## src/rtl/instr_fetch_pkg.sv

```systemverilog
// Shared definitions for the instruction fetch stage: default widths,
// the fetch FSM state encoding and small combinational helpers.
package instr_fetch_pkg;

    // Default datapath widths used across the core
    localparam int IF_ADDR_W_DEF  = 64;
    localparam int IF_INSTR_W_DEF = 32;

    // Fetch FSM states; at most one memory request is ever in flight
    typedef enum logic [1:0] {
        ST_IDLE  = 2'd0,  // no request; latches the PC on the next edge
        ST_WAIT  = 2'd1,  // request outstanding, response wanted
        ST_HOLD  = 2'd2,  // response parked in the skid register
        ST_DRAIN = 2'd3   // request outstanding, response to be thrown away
    } fetch_state_t;

    // The IF/ID buffer can take a new instruction this cycle
    function automatic logic buf_free(input logic valid, input logic ready);
        return (~valid) | ready;
    endfunction

endpackage

```

## src/rtl/instr_fetch.sv

```systemverilog
// Instruction fetch stage: issues one fetch at a time, fills the IF/ID
// buffer, parks a response in a skid register under decode backpressure,
// and drains or drops responses that a redirect has made stale.
module instr_fetch
    import instr_fetch_pkg::*;
#(
    parameter int ADDR_W  = IF_ADDR_W_DEF,
    parameter int INSTR_W = IF_INSTR_W_DEF
) (
    input  logic               clk,
    input  logic               reset,
    input  logic [ADDR_W-1:0]  pc,
    input  logic               flush,
    input  logic               id_ready,
    input  logic               iresp_data_ok,
    input  logic [INSTR_W-1:0] iresp_data,
    output logic               ireq_valid,
    output logic [ADDR_W-1:0]  ireq_addr,
    output logic               pc_stall,
    output logic               if_valid,
    output logic [ADDR_W-1:0]  if_pc,
    output logic [INSTR_W-1:0] if_instr
);

    fetch_state_t       state_r,    state_nxt_s;
    logic [ADDR_W-1:0]  req_addr_r, req_addr_nxt_s;
    logic [INSTR_W-1:0] skid_r,     skid_nxt_s;
    logic               if_valid_r, if_valid_nxt_s;
    logic [ADDR_W-1:0]  if_pc_r,    if_pc_nxt_s;
    logic [INSTR_W-1:0] if_instr_r, if_instr_nxt_s;
    logic               ireq_valid_s;
    logic               pc_stall_s;

    // Next-state, buffer update and request/stall decode for the fetch FSM
    always_comb begin
        state_nxt_s    = state_r;
        req_addr_nxt_s = req_addr_r;
        skid_nxt_s     = skid_r;
        // A consumed buffer empties unless a branch below reloads it
        if_valid_nxt_s = if_valid_r & ~id_ready;
        if_pc_nxt_s    = if_pc_r;
        if_instr_nxt_s = if_instr_r;
        ireq_valid_s   = 1'b0;
        pc_stall_s     = 1'b1;

        case (state_r)
            ST_IDLE: begin
                if (flush) begin
                    // PC takes the redirect now; fetch from it next cycle
                    pc_stall_s     = 1'b0;
                    if_valid_nxt_s = 1'b0;
                    skid_nxt_s     = {INSTR_W{1'b0}};
                end else begin
                    req_addr_nxt_s = pc;
                    state_nxt_s    = ST_WAIT;
                end
            end
            ST_WAIT: begin
                ireq_valid_s = 1'b1;
                if (flush) begin
                    pc_stall_s     = 1'b0;
                    if_valid_nxt_s = 1'b0;
                    skid_nxt_s     = {INSTR_W{1'b0}};
                    // A response in the flush cycle retires the request outright
                    if (iresp_data_ok) begin
                        state_nxt_s = ST_IDLE;
                    end else begin
                        state_nxt_s = ST_DRAIN;
                    end
                end else if (iresp_data_ok) begin
                    if (buf_free(if_valid_r, id_ready)) begin
                        if_valid_nxt_s = 1'b1;
                        if_pc_nxt_s    = req_addr_r;
                        if_instr_nxt_s = iresp_data;
                        pc_stall_s     = 1'b0;
                        state_nxt_s    = ST_IDLE;
                    end else begin
                        // PC stays put so the parked word is delivered exactly once
                        skid_nxt_s  = iresp_data;
                        state_nxt_s = ST_HOLD;
                    end
                end else begin
                    state_nxt_s = ST_WAIT;
                end
            end
            ST_HOLD: begin
                if (flush) begin
                    pc_stall_s     = 1'b0;
                    if_valid_nxt_s = 1'b0;
                    skid_nxt_s     = {INSTR_W{1'b0}};
                    state_nxt_s    = ST_IDLE;
                end else if (id_ready) begin
                    if_valid_nxt_s = 1'b1;
                    if_pc_nxt_s    = req_addr_r;
                    if_instr_nxt_s = skid_r;
                    pc_stall_s     = 1'b0;
                    state_nxt_s    = ST_IDLE;
                end else begin
                    state_nxt_s = ST_HOLD;
                end
            end
            ST_DRAIN: begin
                ireq_valid_s = 1'b1;
                if (flush) begin
                    pc_stall_s     = 1'b0;
                    if_valid_nxt_s = 1'b0;
                    skid_nxt_s     = {INSTR_W{1'b0}};
                end else begin
                    pc_stall_s = 1'b1;
                end
                // The stale response closes the old request; nothing is kept
                if (iresp_data_ok) begin
                    state_nxt_s = ST_IDLE;
                end else begin
                    state_nxt_s = ST_DRAIN;
                end
            end
            default: begin
                state_nxt_s = ST_IDLE;
            end
        endcase
    end

    // State and buffer registers with synchronous clear
    always_ff @(posedge clk) begin
        if (reset) begin
            state_r    <= ST_IDLE;
            req_addr_r <= {ADDR_W{1'b0}};
            skid_r     <= {INSTR_W{1'b0}};
            if_valid_r <= 1'b0;
            if_pc_r    <= {ADDR_W{1'b0}};
            if_instr_r <= {INSTR_W{1'b0}};
        end else begin
            state_r    <= state_nxt_s;
            req_addr_r <= req_addr_nxt_s;
            skid_r     <= skid_nxt_s;
            if_valid_r <= if_valid_nxt_s;
            if_pc_r    <= if_pc_nxt_s;
            if_instr_r <= if_instr_nxt_s;
        end
    end

    // While reset is held no request goes out and the PC is frozen
    assign ireq_valid = ireq_valid_s & ~reset;
    assign pc_stall   = pc_stall_s | reset;
    assign ireq_addr  = req_addr_r;
    assign if_valid   = if_valid_r;
    assign if_pc      = if_pc_r;
    assign if_instr   = if_instr_r;

endmodule

```

## config.mk

```make
export PLATFORM = sky130hd
export DESIGN_NAME = instr_fetch
export DESIGN_NICKNAME = d
export VERILOG_FILES = /design/src/rtl/instr_fetch_pkg.sv /design/src/rtl/instr_fetch.sv
export SDC_FILE = /design/constraint.sdc
export NUM_CORES = 1
export LEC_CHECK = 0
export BUFFER_PORTS_ARGS = -buffer_cell sky130_fd_sc_hd__buf_2
export CORE_UTILIZATION = 40
export DETAILED_ROUTE_END_ITERATION = 12
export GPL_TIMING_DRIVEN = 0
export SYNTH_ARGS = -nofsm -noshare
export SYNTH_HDL_FRONTEND = slang
export SYNTH_SLANG_ARGS = --single-unit
```

## constraint.sdc

```tcl
create_clock -name clk -period 2.21 [get_ports clk]
set_clock_uncertainty 0.1 [all_clocks]
set_input_delay 0.442 -clock clk [delete_from_list [all_inputs] [get_ports clk]]
set_output_delay 0.442 -clock clk [all_outputs]
set_load 0.02 [all_outputs]
```

* Word level (Yosys, flattened, before mapping)
Index checks and enable logic that the tools add are counted.
** Word-level totals
- Register bits after elaboration :: 195
- Input bits :: 101
- Output and inout port bits :: 163
- Logic and storage cells :: 74
** Operators by class
- Equality and inequality tests :: 12
- Muxes and demuxes :: 40
- Bitwise operators :: 8
- Reduce and logical (&&, ||, !) cells :: 8
** Operators by type and width (count)
- $mux W64 :: 5
- $mux W32 :: 9
- $pmux W32 S2 :: 2
- $pmux W64 S2 :: 1
- $mux W2 :: 7
- $mux W1 :: 13
- $ne A2 B2 Y1 const B :: 6
- $pmux W2 S4 :: 1
- $ne A3 B3 Y1 const B :: 2
- $pmux W1 S3 :: 2
- $reduce_and A6 Y1 :: 1
- $eq A2 B2 Y1 const B :: 2
- $not A1 Y1 :: 4
- $reduce_or A2 Y1 :: 2
- $reduce_and A3 Y1 :: 1
- $reduce_or A3 Y1 :: 1
- $and A1 B1 Y1 :: 2
- $eq A2 B1 Y1 const B :: 1
- $logic_not A2 Y1 :: 1
- $ne A2 B1 Y1 const B :: 1
- $or A1 B1 Y1 :: 2
- $reduce_and A2 Y1 :: 1
- $reduce_bool A2 Y1 :: 1

* Depth between registers and ports, before layout
- Depth in word-level cells :: 7
- Depth in mapped cells :: 8
- Depth with buffers taken out :: 5

* Least setup slack after synthesis
OpenSTA, ideal clock, no wires.
- Path kind :: register to output
- Start point :: reg state_r[0]
- End point :: out pc_stall
- Arrival :: 1446 ps
- Data required time :: 1668 ps
- Path slack :: 222 ps
- Stages on the path, launching flop included :: 8
- Path through :: dfxtp_1 -> inv_1 -> ha_1 -> buf_4 -> buf_2 -> mux2i_1 -> o2bb2ai_1 -> a21o_1
** On the way
- Word-level cells in the longest chain between the ends :: 4
- Elaborated cells between the ends (all ways) :: 7
** RTL lines
- from (decl) :: RTL line instr_fetch.sv:25 : fetch_state_t state_r, state_nxt_s;
- from (signal assigned) :: RTL line instr_fetch.sv:134 : state_r <= state_nxt_s;
- $eq A2 B2 Y1 / $logic_not A2 Y1 (equally long branches) :: RTL line instr_fetch.sv:46 : case (state_r)
- $reduce_or A2 Y1 (no source line)
- $pmux W1 S3 * :: RTL line instr_fetch.sv:46
- $or A1 B1 Y1 * :: RTL line instr_fetch.sv:145 : assign pc_stall = pc_stall_s | reset;
- to (decl) :: RTL line instr_fetch.sv:19 : output logic pc_stall,
Mark *: on every way between the ends. The rest lies on a longest branch, timed or not.

* Worst setup path in the final report
- Start point :: reg state_r[1]
- End point :: out pc_stall
The elaborated chain is that of the path after synthesis.

==> flow_metrics.py <==
metrics = {
    "critical_path": {
        "start_kind": "flip-flop",
        "r2r_cells": 7,
        "end_kind": "output port",
        "cp.arrival_ns": 1.68,
        "worstReg2RegStart": "state_r[0]$_SDFFE_PP0P_",
        "r2r-end": "if_instr[30]$_SDFFE_PP0P_",
        "criticalPathCategory": "reg2out",
        "slowest_stage": "dfxtp_4",
        "slowest_delay_ns": 0.38,
        "reg2reg_slack_ns": 0.16,
        "cp_max_fo": 5,
        "critPathBufInv": 2,
        "cp_top_family": "flip-flops",
        "cp_cell_sequence": "inv_4, ha_1, nand2b_4, o2bb2ai_1, a21o_1, buf_6",
        "cp.required_ns": 1.67,
    },
    "global_route": {
        "grt_max_degree": 20,
        "grt_pass1_vias": 6639,
        "antenna_found_initial": 4,
        "grt.total_usage": 0.211,
        "grt_pass1_wl_um": 36100,
        "grt_overflow": 0,
    },
    "placed_design": {
        "dp_hpwl_um": 16900,
        "port-buffer-count": 261,
        "pre_cts_slack_ns": -0.388,
        "gp_congestion": 0.798,
        "dp_cells": 1446,
        "placed_area_mm2": 0.0102,
    },
    "timing": {
        "tns_ns": -0.0121,
        "relSlewSlack": 0.594,
        "fin_ws_ns": -0.0121,
        "worst_slew_pin_slew_ns": 0.609,
        "fin_crit_sh": 1.01,
        "finalHoldViolCount": 0,
        "report.final.slew_viol_count": 0,
        "period_needed_ns": 2.22,
        "setup_viol_count_final": 1,
        "grt_setup_unrepaired": "true",
        "max_freq_mhz": 450,
    },
    "power_and_ir_drop": {
        "p_comb_frac": 0.138,
        "switching_share": 0.272,
        "p_seq_frac": 0.456,
        "peakVddDrop_mv": 0.475,
        "power_density_mw_per_mm2": 749,
        "p_clk_frac": 0.406,
        "p_sw_w": 0.00223,
        "p_int_w": 0.00597,
        "p_leak_nw": 4.73,
    },
    "cells_and_area": {
        "area_delta_synth_final_pct": 27.8,
        "num-nets-final": 1299,
        "utilization": 0.521,
        "finalInstanceArea_mm2": 0.0110,
        "drive_gt1_frac": 0.306,
        "instances_no_fill": 1482,
        "nFillCells": 2049,
    },
    "routing": {
        "detail-route-antenna-nets": 0,
        "drt_iter0_markers": 250,
        "wl_per_cell_um": 15.7,
        "routed_via_density": 4.74,
        "drc": 0,
        "postRouteWirelength_um": 23200,
        "vias": 7021,
        "first_pass_iters": 4,
    },
    "synth": {
        "syn_area_per_cell_um2": 9.42,
        "yosysWarnings": 0,
        "ys_seq_elements": 195,
        "synth.most_common_cell": "nand2_1",
        "syn_nets": 1017,
        "ys_top_cells_by_area": "dfxtp_1 46%, mux2i_1 15%, nand2b_1 9.5%",
        "synthCells": 910,
        "yosysTopAreaCellShare": 0.455,
        "synth-main-ff-cell": "dfxtp_1",
        "async_flop_share": 0,
        "synth_cell_types": 32,
        "synth_edf_count": 0,
        "syn_area_mm2": 0.00857,
        "synth_seq_area_share": 0.455,
        "synthTopCellsByCount": "196 x nand2_1, 195 x dfxtp_1, 130 x nand2b_1",
        "synth_top_area_cell": "dfxtp_1",
    },
    "clocking": {
        "cts_root_buf": "clkbuf_16",
        "cts-buffers-inserted": 17,
        "max-clock-path-buffers": 2,
        "cts.sinks": 195,
        "tritoncts": "built",
        "clkLatencyLatePin_ns": 0.44,
        "clk_pin_slew_ns": 0.08,
        "hold_buffers": 0,
        "h-tree-depth": 4,
    },
    "min_path": {
        "holdPathEnd": "ireq_addr[50]$_SDFFE_PP0P_",
        "min_delay_path_depth": 3,
        "worstHoldStart": "pc[50]",
        "hold_path.class": "in2reg",
    },
    "floorplanning": {
        "chipHeight_um": 148,
        "design.core.area_mm2": 0.0210,
        "rows": 53,
        "ios": 264,
        "die_w_um": 148,
        "initial_utilization": 0.408,
        "die-area_mm2": 0.0220,
    },
    "job": {
        "maxCapViolCount": 0,
    },
    "run_status": {
        "violations": "negative setup slack",
        "status": "finished with violations",
    },
}
==> worst min-delay path, cell delays in order <==
cell and delay, ns:
buf_2 0.10, nand2_1 0.04, a21oi_1 0.05
==> metrics by stage <==
stage          hold WS, ns  total power (W)
2_1_floorplan        0.334          0.00454
3_3_place_gp         0.341          0.00494
3_5_place_dp         0.348          0.00494
4_1_cts              0.120          0.00830
5_1_grt              0.126          0.00854
6_report             0.137          0.00820
==> layout by cell type, fill, tap and decap left out, types with 2 or more instances in the layout <==
master / Yosys / layout
nor2b_1: 33 / 33
mux2_4: 30 / 30
clkbuf_16: 0 / 17
dfxtp_4: 0 / 2
inv_4: 0 / 2
buf_2: 14 / 272
bufinv_16: 0 / 3
a21oi_1: 66 / 66
nand2b_1: 130 / 129
buf_6: 3 / 5
ha_4: 0 / 2
nand2_1: 196 / 196
inv_8: 0 / 2
inv_6: 0 / 4
clkinvlp_4: 0 / 2
clkbuf_1: 27 / 27
mux2_2: 2 / 2
nand3b_1: 2 / 2
dfxtp_1: 195 / 193
buf_1: 11 / 10
diode_2: 0 / 2
buf_4: 5 / 8
ha_1: 6 / 3
buf_12: 7 / 8
nor2_1: 37 / 37
mux2i_1: 129 / 129
==> area by class of cell <==
type,count,area (µm²),area share
clock inverters,14,193,0.0176
plain buffers,65,430,0.0393
multi-input cells,645,4270,0.390
well taps,275,344,0.0314
inverters,3,16.3,0.00149
clock buffers,18,439,0.0401
repair buffers,265,1350,0.123
flip-flops and latches,195,3910,0.357
diodes,2,5.00,0.000457
==> how the worst max path moves through the flow <==
| stage | start | to | slack [ns] | depth (start not counted) |
|---|---|---|---|---|
| floorplan | state_r[0]$_SDFFE_PP0P_ | pc_stall | 0.22 | 7 |
| global placement | reset | ireq_valid | -0.36 | 6 |
| detailed placement | reset | ireq_valid | -0.39 | 6 |
| CTS | state_r[0]$_SDFFE_PP0P_ | pc_stall | -0.08 | 8 |
| global route | state_r[0]$_SDFFE_PP0P_ | pc_stall | -0.09 | 6 |
| finish | state_r[1]$_SDFFE_PP0P_ | pc_stall | -0.01 | 6 |
==> metal layers <==
metal	part of all wire	global-route usage
met5	0.00078	0
met4	0.016	0.0655
met3	0.068	0.0635
met2	0.47	0.357
met1	0.44	0.257
==> cell families after synthesis <==
family	count (synthesis)	synth area share
AND/OR/NAND/NOR	400	0.226
flip-flops	195	0.455
multiplexers	161	0.206
AO/OA/AOI/OAI	78	0.0528
buffers and inverters	70	0.0508
adder cells (fa/ha/maj)	6	0.00876
==> sequential cells by signal, summed over array words and instances, names as in the netlist <==
signal and flops:
if_instr 32, if_pc 64, if_valid 1, ireq_addr 64
skid_r 32, state_r 2
==> what timing repair did <==
action | 4_1_cts | 5_1_grt
pin swaps | 2 | 3
resized for setup | 17 | 6
setup buffers | 3 | 1
setup endpoints to repair | 2 | 41
==> power groups by stage <==
| stage | Combinational (W) | Clock [W] | Sequential [W] |
|---|---|---|---|
| 2_1_floorplan | 0.000590 | 0 | 0.00395 |
| 3_3_place_gp | 0.00112 | 0 | 0.00382 |
| 3_5_place_dp | 0.00112 | 0 | 0.00382 |
| 4_1_cts | 0.00114 | 0.00341 | 0.00374 |
| 5_1_grt | 0.00124 | 0.00355 | 0.00376 |
| 6_report | 0.00114 | 0.00333 | 0.00374 |
Note: power is estimated with default switching activity, not from simulation.
